[src/rtl/ysyx_24110006_mdu.sv]
// Iterative RV32M multiply/divide unit: shift-add multiply, restoring divide, valid/ready on both sides.
// Define YSYX_24110006_MDU_FAST_MUL_EN to compute MUL* with a single-cycle combinational multiplier.
module ysyx_24110006_mdu #(
  parameter int unsigned XLEN = 32
) (
  input  logic            clock,
  input  logic            reset,
  input  logic            i_flush,
  input  logic            i_valid,
  output logic            o_ready,
  input  logic [2:0]      i_op,
  input  logic [XLEN-1:0] i_a,
  input  logic [XLEN-1:0] i_b,
  output logic            o_valid,
  input  logic            i_ready,
  output logic [XLEN-1:0] o_r,
  output logic            o_busy
);

  localparam int unsigned CW = $clog2(XLEN + 1);
  localparam logic [XLEN-1:0] MIN = {1'b1, {(XLEN-1){1'b0}}};

  typedef enum logic [1:0] {S_IDLE, S_CALC, S_DONE} state_e;

  state_e            state_q, state_d;
  logic [2:0]        op_q, op_d;
  logic              neg_q, neg_d, sa_q, sa_d;
  logic [XLEN-1:0]   mag_q, mag_d, r_q, r_d;
  logic [2*XLEN-1:0] acc_q, acc_d;
  logic [CW-1:0]     cnt_q, cnt_d;

  logic              accept, sgn_a, sgn_b, sa, sb, div_zero, div_ovf;
  logic [XLEN-1:0]   mag_a, mag_b;
  logic [XLEN:0]     mul_sum, div_sh, div_diff;
  logic              div_ge;
  logic [2*XLEN-1:0] step;

  // Negation is applied to the full double-width product so MULH* high halves come out right.
  function automatic logic [XLEN-1:0] fmt(input logic [2:0] op, input logic neg, input logic sgn_a_in,
                                          input logic [2*XLEN-1:0] acc);
    logic [2*XLEN-1:0] p;
    p = neg ? -acc : acc;
    if (!op[2]) return (op[1:0] == 2'd0) ? p[XLEN-1:0] : p[2*XLEN-1:XLEN];
    else if (!op[1]) return neg ? -acc[XLEN-1:0] : acc[XLEN-1:0];
    else return sgn_a_in ? -acc[2*XLEN-1:XLEN] : acc[2*XLEN-1:XLEN];
  endfunction

  always_comb begin
    accept   = i_valid && (state_q == S_IDLE) && !i_flush;
    sgn_a    = (i_op == 3'd1) || (i_op == 3'd2) || (i_op == 3'd4) || (i_op == 3'd6);
    sgn_b    = (i_op == 3'd1) || (i_op == 3'd4) || (i_op == 3'd6);
    sa       = sgn_a && i_a[XLEN-1];
    sb       = sgn_b && i_b[XLEN-1];
    mag_a    = sa ? -i_a : i_a;
    mag_b    = sb ? -i_b : i_b;
    div_zero = i_op[2] && (i_b == '0);
    div_ovf  = ((i_op == 3'd4) || (i_op == 3'd6)) && (i_a == MIN) && (i_b == '1);
  end

  // acc holds {partial_hi, multiplier} for multiply and {remainder, quotient} for divide.
  always_comb begin
    mul_sum  = {1'b0, acc_q[2*XLEN-1:XLEN]} + (acc_q[0] ? {1'b0, mag_q} : '0);
    div_sh   = {acc_q[2*XLEN-1:XLEN], acc_q[XLEN-1]};
    div_diff = div_sh - {1'b0, mag_q};
    div_ge   = !div_diff[XLEN];
    step     = op_q[2] ? {(div_ge ? div_diff[XLEN-1:0] : div_sh[XLEN-1:0]), acc_q[XLEN-2:0], div_ge}
                       : {mul_sum, acc_q[XLEN-1:1]};
  end

`ifdef YSYX_24110006_MDU_FAST_MUL_EN
  logic [2*XLEN-1:0] fast_prod;
  assign fast_prod = {{XLEN{1'b0}}, mag_a} * {{XLEN{1'b0}}, mag_b};
`endif

  always_comb begin
    state_d = state_q;
    op_d    = op_q;
    neg_d   = neg_q;
    sa_d    = sa_q;
    mag_d   = mag_q;
    acc_d   = acc_q;
    cnt_d   = cnt_q;
    r_d     = r_q;
    unique case (state_q)
      S_IDLE: begin
        if (accept) begin
          op_d  = i_op;
          neg_d = sa ^ sb;
          sa_d  = sa;
          if (div_zero) begin
            r_d     = i_op[1] ? i_a : '1;
            state_d = S_DONE;
          end else if (div_ovf) begin
            r_d     = i_op[1] ? '0 : MIN;
            state_d = S_DONE;
          end
`ifdef YSYX_24110006_MDU_FAST_MUL_EN
          else if (!i_op[2]) begin
            r_d     = fmt(i_op, sa ^ sb, sa, fast_prod);
            state_d = S_DONE;
          end
`endif
          else begin
            mag_d   = i_op[2] ? mag_b : mag_a;
            acc_d   = {{XLEN{1'b0}}, (i_op[2] ? mag_a : mag_b)};
            cnt_d   = CW'(XLEN);
            state_d = S_CALC;
          end
        end
      end
      S_CALC: begin
        acc_d = step;
        cnt_d = cnt_q - CW'(1);
        if (cnt_q == CW'(1)) begin
          r_d     = fmt(op_q, neg_q, sa_q, step);
          state_d = S_DONE;
        end
      end
      S_DONE: begin
        if (i_ready) state_d = S_IDLE;
      end
      default: state_d = S_IDLE;
    endcase
    if (i_flush) state_d = S_IDLE;
  end

  always_ff @(posedge clock) begin
    if (reset) begin
      state_q <= S_IDLE;
      op_q    <= '0;
      neg_q   <= 1'b0;
      sa_q    <= 1'b0;
      mag_q   <= '0;
      acc_q   <= '0;
      cnt_q   <= '0;
      r_q     <= '0;
    end else begin
      state_q <= state_d;
      op_q    <= op_d;
      neg_q   <= neg_d;
      sa_q    <= sa_d;
      mag_q   <= mag_d;
      acc_q   <= acc_d;
      cnt_q   <= cnt_d;
      r_q     <= r_d;
    end
  end

  assign o_ready = (state_q == S_IDLE);
  assign o_valid = (state_q == S_DONE);
  assign o_busy  = (state_q != S_IDLE);
  assign o_r     = r_q;

endmodule

[config.mk]
export PLATFORM = sky130hd
export DESIGN_NAME = ysyx_24110006_mdu
export DESIGN_NICKNAME = d
export VERILOG_FILES = /design/src/rtl/ysyx_24110006_mdu.sv
export SDC_FILE = /design/constraint.sdc
export NUM_CORES = 1
export LEC_CHECK = 0
export ABC_AREA = 1
export BUFFER_PORTS_ARGS = -buffer_cell sky130_fd_sc_hd__buf_2
export CAP_MARGIN = 20
export CORE_ASPECT_RATIO = 1.75
export CORE_UTILIZATION = 40
export CTS_CLUSTER_DIAMETER = 40
export DETAILED_ROUTE_END_ITERATION = 8
export PLACE_DENSITY_LB_ADDON = 0.25
export SETUP_SLACK_MARGIN = 0.5
export SYNTH_ARGS = -nofsm -noshare
export SYNTH_HDL_FRONTEND = slang
export SYNTH_SLANG_ARGS = --single-unit
[constraint.sdc]
create_clock -name clock -period 4.3 [get_ports clock]
set_input_delay 0.86 -clock clock [delete_from_list [all_inputs] [get_ports clock]]
set_output_delay 0.86 -clock clock [all_outputs]
set_load 0.005 [all_outputs]
# Word level (Yosys, flattened, before mapping)
# Index checks and enable logic that the tools add are counted.
word_totals:
  register_bits: 141
  input_bits: 72
  out_inout_bits: 35
  wordCells: 94
classes:
  add_sub_neg: 8
  n_eq_ne: 15
  muxes: 34
  bitwise: 3
  n_reduce_logical: 26
ops:
  columns: ["cell", "n"]
  rows:
  - ["2-to-1 mux 32 bit", 17]
  - ["2-to-1 mux 64 bit", 5]
  - ["negator 32 bit", 4]
  - ["one-hot mux 64 bit (2 select lines)", 1]
  - ["equality test 32 bit, second input constant", 2]
  - ["negator 64 bit", 1]
  - ["one-hot mux 32 bit (2 select lines)", 1]
  - ["adder 32 x 32 -> 33 bit", 1]
  - ["subtractor 33 x 32 -> 33 bit", 1]
  - ["logical NOT 32 bit", 1]
  - ["2-to-1 mux 6 bit", 3]
  - ["one-hot mux 6 bit (2 select lines)", 1]
  - ["AND reduction 4 bit", 3]
  - ["2-to-1 mux 2 bit", 5]
  - ["logical AND 1 bit", 7]
  - ["equality test 3 bit, second input constant", 2]
  - ["equality test 6 x 1 -> 1 bit, second input constant", 1]
  - ["logical OR 1 bit", 6]
  - ["!= test 2 bit, second input constant", 3]
  - ["one-hot mux 2 bit (3 select lines)", 1]
  - ["subtractor 6 x 1 -> 6 bit, second input constant", 1]
  - ["logical NOT 2 bit", 2]
  - ["!= test 2 x 1 -> 1 bit, second input constant", 2]
  - ["nonzero test 2 bit", 2]
  - ["other kinds (11)", 13]

# Logic depth before layout (Yosys ltp)
depth:
  depth_word: 11
  depth_mapped: 39

# Least setup slack after synthesis
# OpenSTA, ideal clock, no wires.
synth_path:
  path_type: "flip-flop to flip-flop"
  from: "register acc_q[31]"
  to: "register r_q[30] (netlist: o_r[30])"
  setup_ns: 0.132
  arrival_time_ns: 3.798
  slack_ns: 0.370
  path_stages_with_launch: 39
  path_buffers: 1
  synth_period_minus_slack_ns: 3.930
  cell_sequence: "dfxtp_1 -> inv_1 -> ha_1 -> inv_1 -> fa_1 -> nand2_1 -> nand2_1 -> nand3_1 -> nand2_2 -> nand2_1 -> nand2_2 -> nand2_2 -> nand3_2 -> buf_6 -> nand3_4 -> nand2_2 -> inv_2 -> ha_1 -> [3 not listed] -> nor2_4 -> nand2_2 -> nor2_4 -> nand2_2 -> nor2_4 -> nand3_2 -> nor2_4 -> nand3_2 -> nand2_4 -> nand2_1 -> nand2_1 -> nand2_1 -> nand2_1 -> nand2_1 -> nand2_1 -> nand2_1 -> nand2_1 -> a21oi_1"
synth_via:
  elab_chain_cells: 9
  elab_cells_between_ends: 15
  cone_classes: "4 x add/sub; 10 x mux; 1 x reduce/logical"
synth_rtl:
  columns: ["item", "line", "text"]
  rows:
  - ["start: declaration", "29", "logic [2*XLEN-1:0] acc_q, acc_d;"]
  - ["start signal: assignment", "134", "acc_q <= '0;"]
  - ["start signal: assignment", "143", "acc_q <= acc_d;"]
  - ["subtractor 33 x 32 -> 33 bit", "64", "div_diff = div_sh - {1'b0, mag_q};"]
  - ["2-to-1 mux 32 bit / logical NOT 1 bit (equally long branches)", "66, 65", null]
  - ["2-to-1 mux 64 bit *", "66", "step = op_q[2] ? {(div_ge ? div_diff[XLEN-1:0] : div_sh[XLEN-1:0]), acc_q[XLEN-2:0], div_ge}"]
  - ["negator 64 bit, or another cell as far along", "42", "p = neg ? -acc : acc;"]
  - ["2-to-1 mux 64 bit, or another cell as far along", "42", null]
  - ["2-to-1 mux 32 bit (on tied branches)", "43, 44", null]
  - ["2-to-1 mux 32 bit *", "43", "if (!op[2]) return (op[1:0] == 2'd0) ? p[XLEN-1:0] : p[2*XLEN-1:XLEN];"]
  - ["2-to-1 mux 32 bit *", "114", "if (cnt_q == CW'(1)) begin"]
  - ["one-hot mux 32 bit (2 select lines) *", "84", "unique case (state_q)"]
  - ["end signal: assignment", "145", "r_q <= r_d;"]
  - ["end: declaration", "28", "logic [XLEN-1:0] mag_q, mag_d, r_q, r_d;"]
# Mark *: on every way between the ends. The rest lies on a longest branch, timed or not. The select of a mux whose other input is x is not followed.
# A chain may end at the register's enable or synchronous reset.

# Final worst setup path
layout_path:
  from: "register mag_q[12]"
  to: "register r_q[2] (netlist: o_r[2])"
layout_via:
  elab_chain_cells: 9
  elab_cells_between_ends: 15
  cone_classes: "4 x add/sub; 10 x mux; 1 x reduce/logical"
layout_rtl:
  columns: ["item", "line", "text"]
  rows:
  - ["start: declaration", "28", null]
  - ["start signal: assignment", "142", "mag_q <= mag_d;"]
  - ["subtractor 33 x 32 -> 33 bit *", "64", null]
  - ["2-to-1 mux 32 bit / logical NOT 1 bit (equally long branches)", "66, 65", null]
  - ["2-to-1 mux 64 bit *", "66", null]
  - ["negator 64 bit, or another cell as far along", "42", null]
  - ["2-to-1 mux 64 bit, or another cell as far along", "42", null]
  - ["2-to-1 mux 32 bit (on tied branches)", "43, 44", null]
  - ["2-to-1 mux 32 bit *", "43", null]
  - ["2-to-1 mux 32 bit *", "114", null]
  - ["one-hot mux 32 bit (2 select lines) *", "84", null]
# Marked as above.

==> impl_metrics.yaml <==
place:
  place.gp.congestion: 1.090
  portBuffers: 106
  dp_hpwl_mm: 73.48
  place_ws_ps: 121.9
min_path:
  min_to: "o_r[30]"
  min_delay_path_depth: 2
  hold_start: "o_r[30]"
  holdCritPathClass: "flop to flop"
job:
  maxCapViolations: 0
global_route:
  gr-usage-all-layers_pct: 40.89
  grt_pass1_wl_mm: 134.5
  grt-ovfl-total: 0
  antenna_found_initial: 4
  grt_max_degree: 86
  grt_pass1_vias: 21747
worst_setup_path:
  startpoint: "mag_q[12]"
  worstSetupEndpointType: "flop"
  startpoint_type: "flop"
  cpMaxStageDelayCell: "dfxtp_4"
  required_ps: 4700
  reg2reg_depth: 33
  critPathTopFamily: "simple AND/OR/NAND/NOR gates"
  reg2reg_to: "o_r[2]"
  critical_path_buf_inv_count: 8
  rr_startpoint: "mag_q[12]"
  r2r_slack_ps: 240
  cp.arrival_ps: 4460
  slowest_delay_ps: 410
  path_common_cell: "nor2_4"
  crit_path_max_fanout: 5
  critPathKind: "flop to flop"
sta:
  timing.fmax_mhz: 246.3
  slew_viol_final: 0
  finalSetupViolations: 0
  tightest_slew_ps: 847.6
  final-hold-violation-count: 0
  fin_crit_sh_pct: 94.41
  tns_ps: 0
  fin_worst_skew_ps: 16.71
  slew_headroom_pct: 43.44
  rsz0062_at_grt: "yes"
  setup_slack_ps: 240.5
  period_needed_ps: 4060
layout:
  fillers: 4683
  layout_commonest_cell: "nand2_1"
  layout-drive-gt1-share_pct: 19.56
  syn2layout_area_growth_pct: 23.03
  layout_common_cells: "nand2_1 (982), inv_1 (402), nor2_1 (316)"
  utilization_pct: 50.14
  multi_input_area_sq_um: 13530
  ff_latch_area_sq_um: 2888
  final_nets: 3629
route:
  drc: 0
  vias: 23046
  vias_per_cell: 5.669
  drt_iter0_drc: 2017
  wl_mm: 93.94
  routedWlPerCell_um: 23.11
  dr.pass1.iters: 6
  drtAntennaViolNets: 0
yosys:
  yosys_warnings: 0
  synth_enable_flop_cells: 0
  synth_cells: 3240
  syn-cell-area_sq_um: 17770
  syn_nets: 3385
  synth_top_area_share_pct: 21.61
  synth-async-reset-ratio_pct: 0
  ys_ff_latch: 141
  synth_ff_type: "dfxtp_1"
  syn_area_per_cell_sq_um: 5.484
  synth_area_leaders: "nand2_1 (22%), dfxtp_1 (16%), inv_1 (8.7%), nor2_1 (7.1%), nand3_1 (6.4%)"
  ys_types: 53
  synth_top_cell_by_area: "nand2_1"
  ys_seq_area_share_pct: 15.89
pwr:
  p_sw_mw: 2.572
  total_power_mw: 5.614
  irDropWorstVdd_v: 0.0002341
  seq_power_share_pct: 25.3
  p_per_area_nw_per_um2: 256.9
  p_sw_share_pct: 45.82
  clkPwrFrac_pct: 29.0
  p_int_mw: 3.042
  p_leak_nw: 11.00
  comb_power_share_pct: 45.7
clocking:
  numCtsBuffers: 17
  clk_latency_ps: 470
  cts.htree.levels: 4
  cts_tree: "yes"
  root_buffer: "clkbuf_16"
  clock_path_buffers: 2
  clk_pin_slew_ps: 80
  cts_sinks: 141
floorplan:
  dieArea_sq_um: 45300
  rows: 101
  die_y_um: 280.8
  initial_core_util_pct: 40.75
  ios: 107
  die-width_um: 161.3
  core-area_sq_um: 43600
status:
  status: "complete, no violations"
-- Yosys cell counts (3+ instances only) --
| cell | number |
|---|---|
| nand2_1 | 1023 |
| inv_1 | 410 |
| nor2_1 | 337 |
| nand3_1 | 228 |
| o21ai_0 | 214 |
| a21oi_1 | 193 |
| dfxtp_1 | 141 |
| xor2_1 | 97 |
| clkbuf_1 | 88 |
| ha_1 | 71 |
| a31oi_1 | 38 |
| nand2_2 | 34 |
| nand4_1 | 33 |
| nor3_1 | 33 |
| or2_2 | 27 |
| o2111ai_1 | 22 |
| buf_2 | 21 |
| o211ai_1 | 21 |
| xnor2_1 | 18 |
| nor2_2 | 17 |
| nand3b_1 | 16 |
| o22ai_1 | 15 |
| inv_2 | 12 |
| o21ai_1 | 12 |
| o21bai_1 | 11 |
| buf_6 | 9 |
| o21a_1 | 9 |
| nor2_4 | 8 |
| nor4_1 | 8 |
| nand3_2 | 7 |
| buf_1 | 6 |
| clkinv_1 | 6 |
| nand2_4 | 6 |
| o31ai_1 | 6 |
| or2_1 | 6 |
| o21ai_2 | 5 |
| a21o_1 | 3 |
| a21oi_2 | 3 |
| a21oi_4 | 3 |
| and3_1 | 3 |
| nor3_2 | 3 |
| o32ai_1 | 3 |
-- timing repair --
item | 4_1_cts | 5_1_grt
hold buffers | 0 | 0
endpoints found under the setup margin | 30 | 37
gates cloned | 0 | 1
pin swaps | 25 | 26
hold endpoints to repair | 0 | 0
buffers inserted | 17 | 25
gates resized for setup | 79 | 129
-- sequential cells by signal, summed over array words and instances (netlist names) --
signal / cells
o_r: 32
mag_q: 32
cnt_q: 6
state_q: 2
sa_q: 1
op_q: 3
acc_q: 64
neg_q: 1
-- routing by layer --
layer	track usage [%]	vias to the layer above	part of all wire, %
met5	0	-	0.014
li1	-	10901	-
met4	45.89	2	14
met1	38.23	10496	32
met2	72.34	1167	48
met3	5.667	480	6.0
-- cell type report --
cell class	instances	share of cell area, %
Antenna cell	2	0.02290
Clock buffer	18	2.009
Clock inverter	14	0.7556
Inverter	428	7.396
Multi-Input combinational cell	2544	61.89
Sequential cell	141	13.21
Tap cell	566	3.240
Timing Repair Buffer	352	11.48
-- worst max path at each step --
| stage | cells after the start | endpoint |
|---|---|---|
| 2_1_floorplan | 38 | o_r[30] |
| 3_3_place_gp | 27 | o_r[23] |
| 5_1_grt | 33 | o_r[2] |
| 3_5_place_dp | 31 | o_r[14] |
| 4_1_cts | 34 | o_r[14] |
| 6_report | 33 | o_r[2] |
-- tightest hold or removal path, cell delays in order, from the launching register on --
cell and delay, ps:
dfxtp_1 320, nand2_1 60, a21oi_1 60
-- kinds of logic (layout without fill, tap and decap cells) --
group | count (synthesis) | in the layout | share of synthesized area [%]
AND/OR/NAND/NOR | 1793 | 1793 | 42.93
AO/OA/AOI/OAI | 562 | 562 | 17.87
buffers and inverters | 555 | 812 | 12.36
flip-flops | 141 | 141 | 15.89
XOR/XNOR | 115 | 115 | 5.669
adder cells (fa/ha/maj) | 73 | 73 | 5.225
multiplexers | 1 | 1 | 0.05634
other | 0 | 2 | 0
-- power groups by stage --
stage          logic (mW)  clock network [mW]  registers [mW]
5_1_grt              2.74                1.67            1.42
3_3_place_gp         2.28                   0            1.45
2_1_floorplan        1.43                   0            1.42
6_report             2.57                1.63            1.42
3_5_place_dp         2.27                   0            1.45
4_1_cts              2.35                1.61            1.42
-- stage by stage --
step	std cells	hold slack, ps	area, sq um
after floorplan	3240	455.7	17810
after global placement	3988	460.0	20070
after detailed placement	3988	461.6	20070
after CTS	4037	481.4	21130
after global routing	4063	502.2	21850
final	4065	491.4	21860
(Power assumes the default switching activity.)
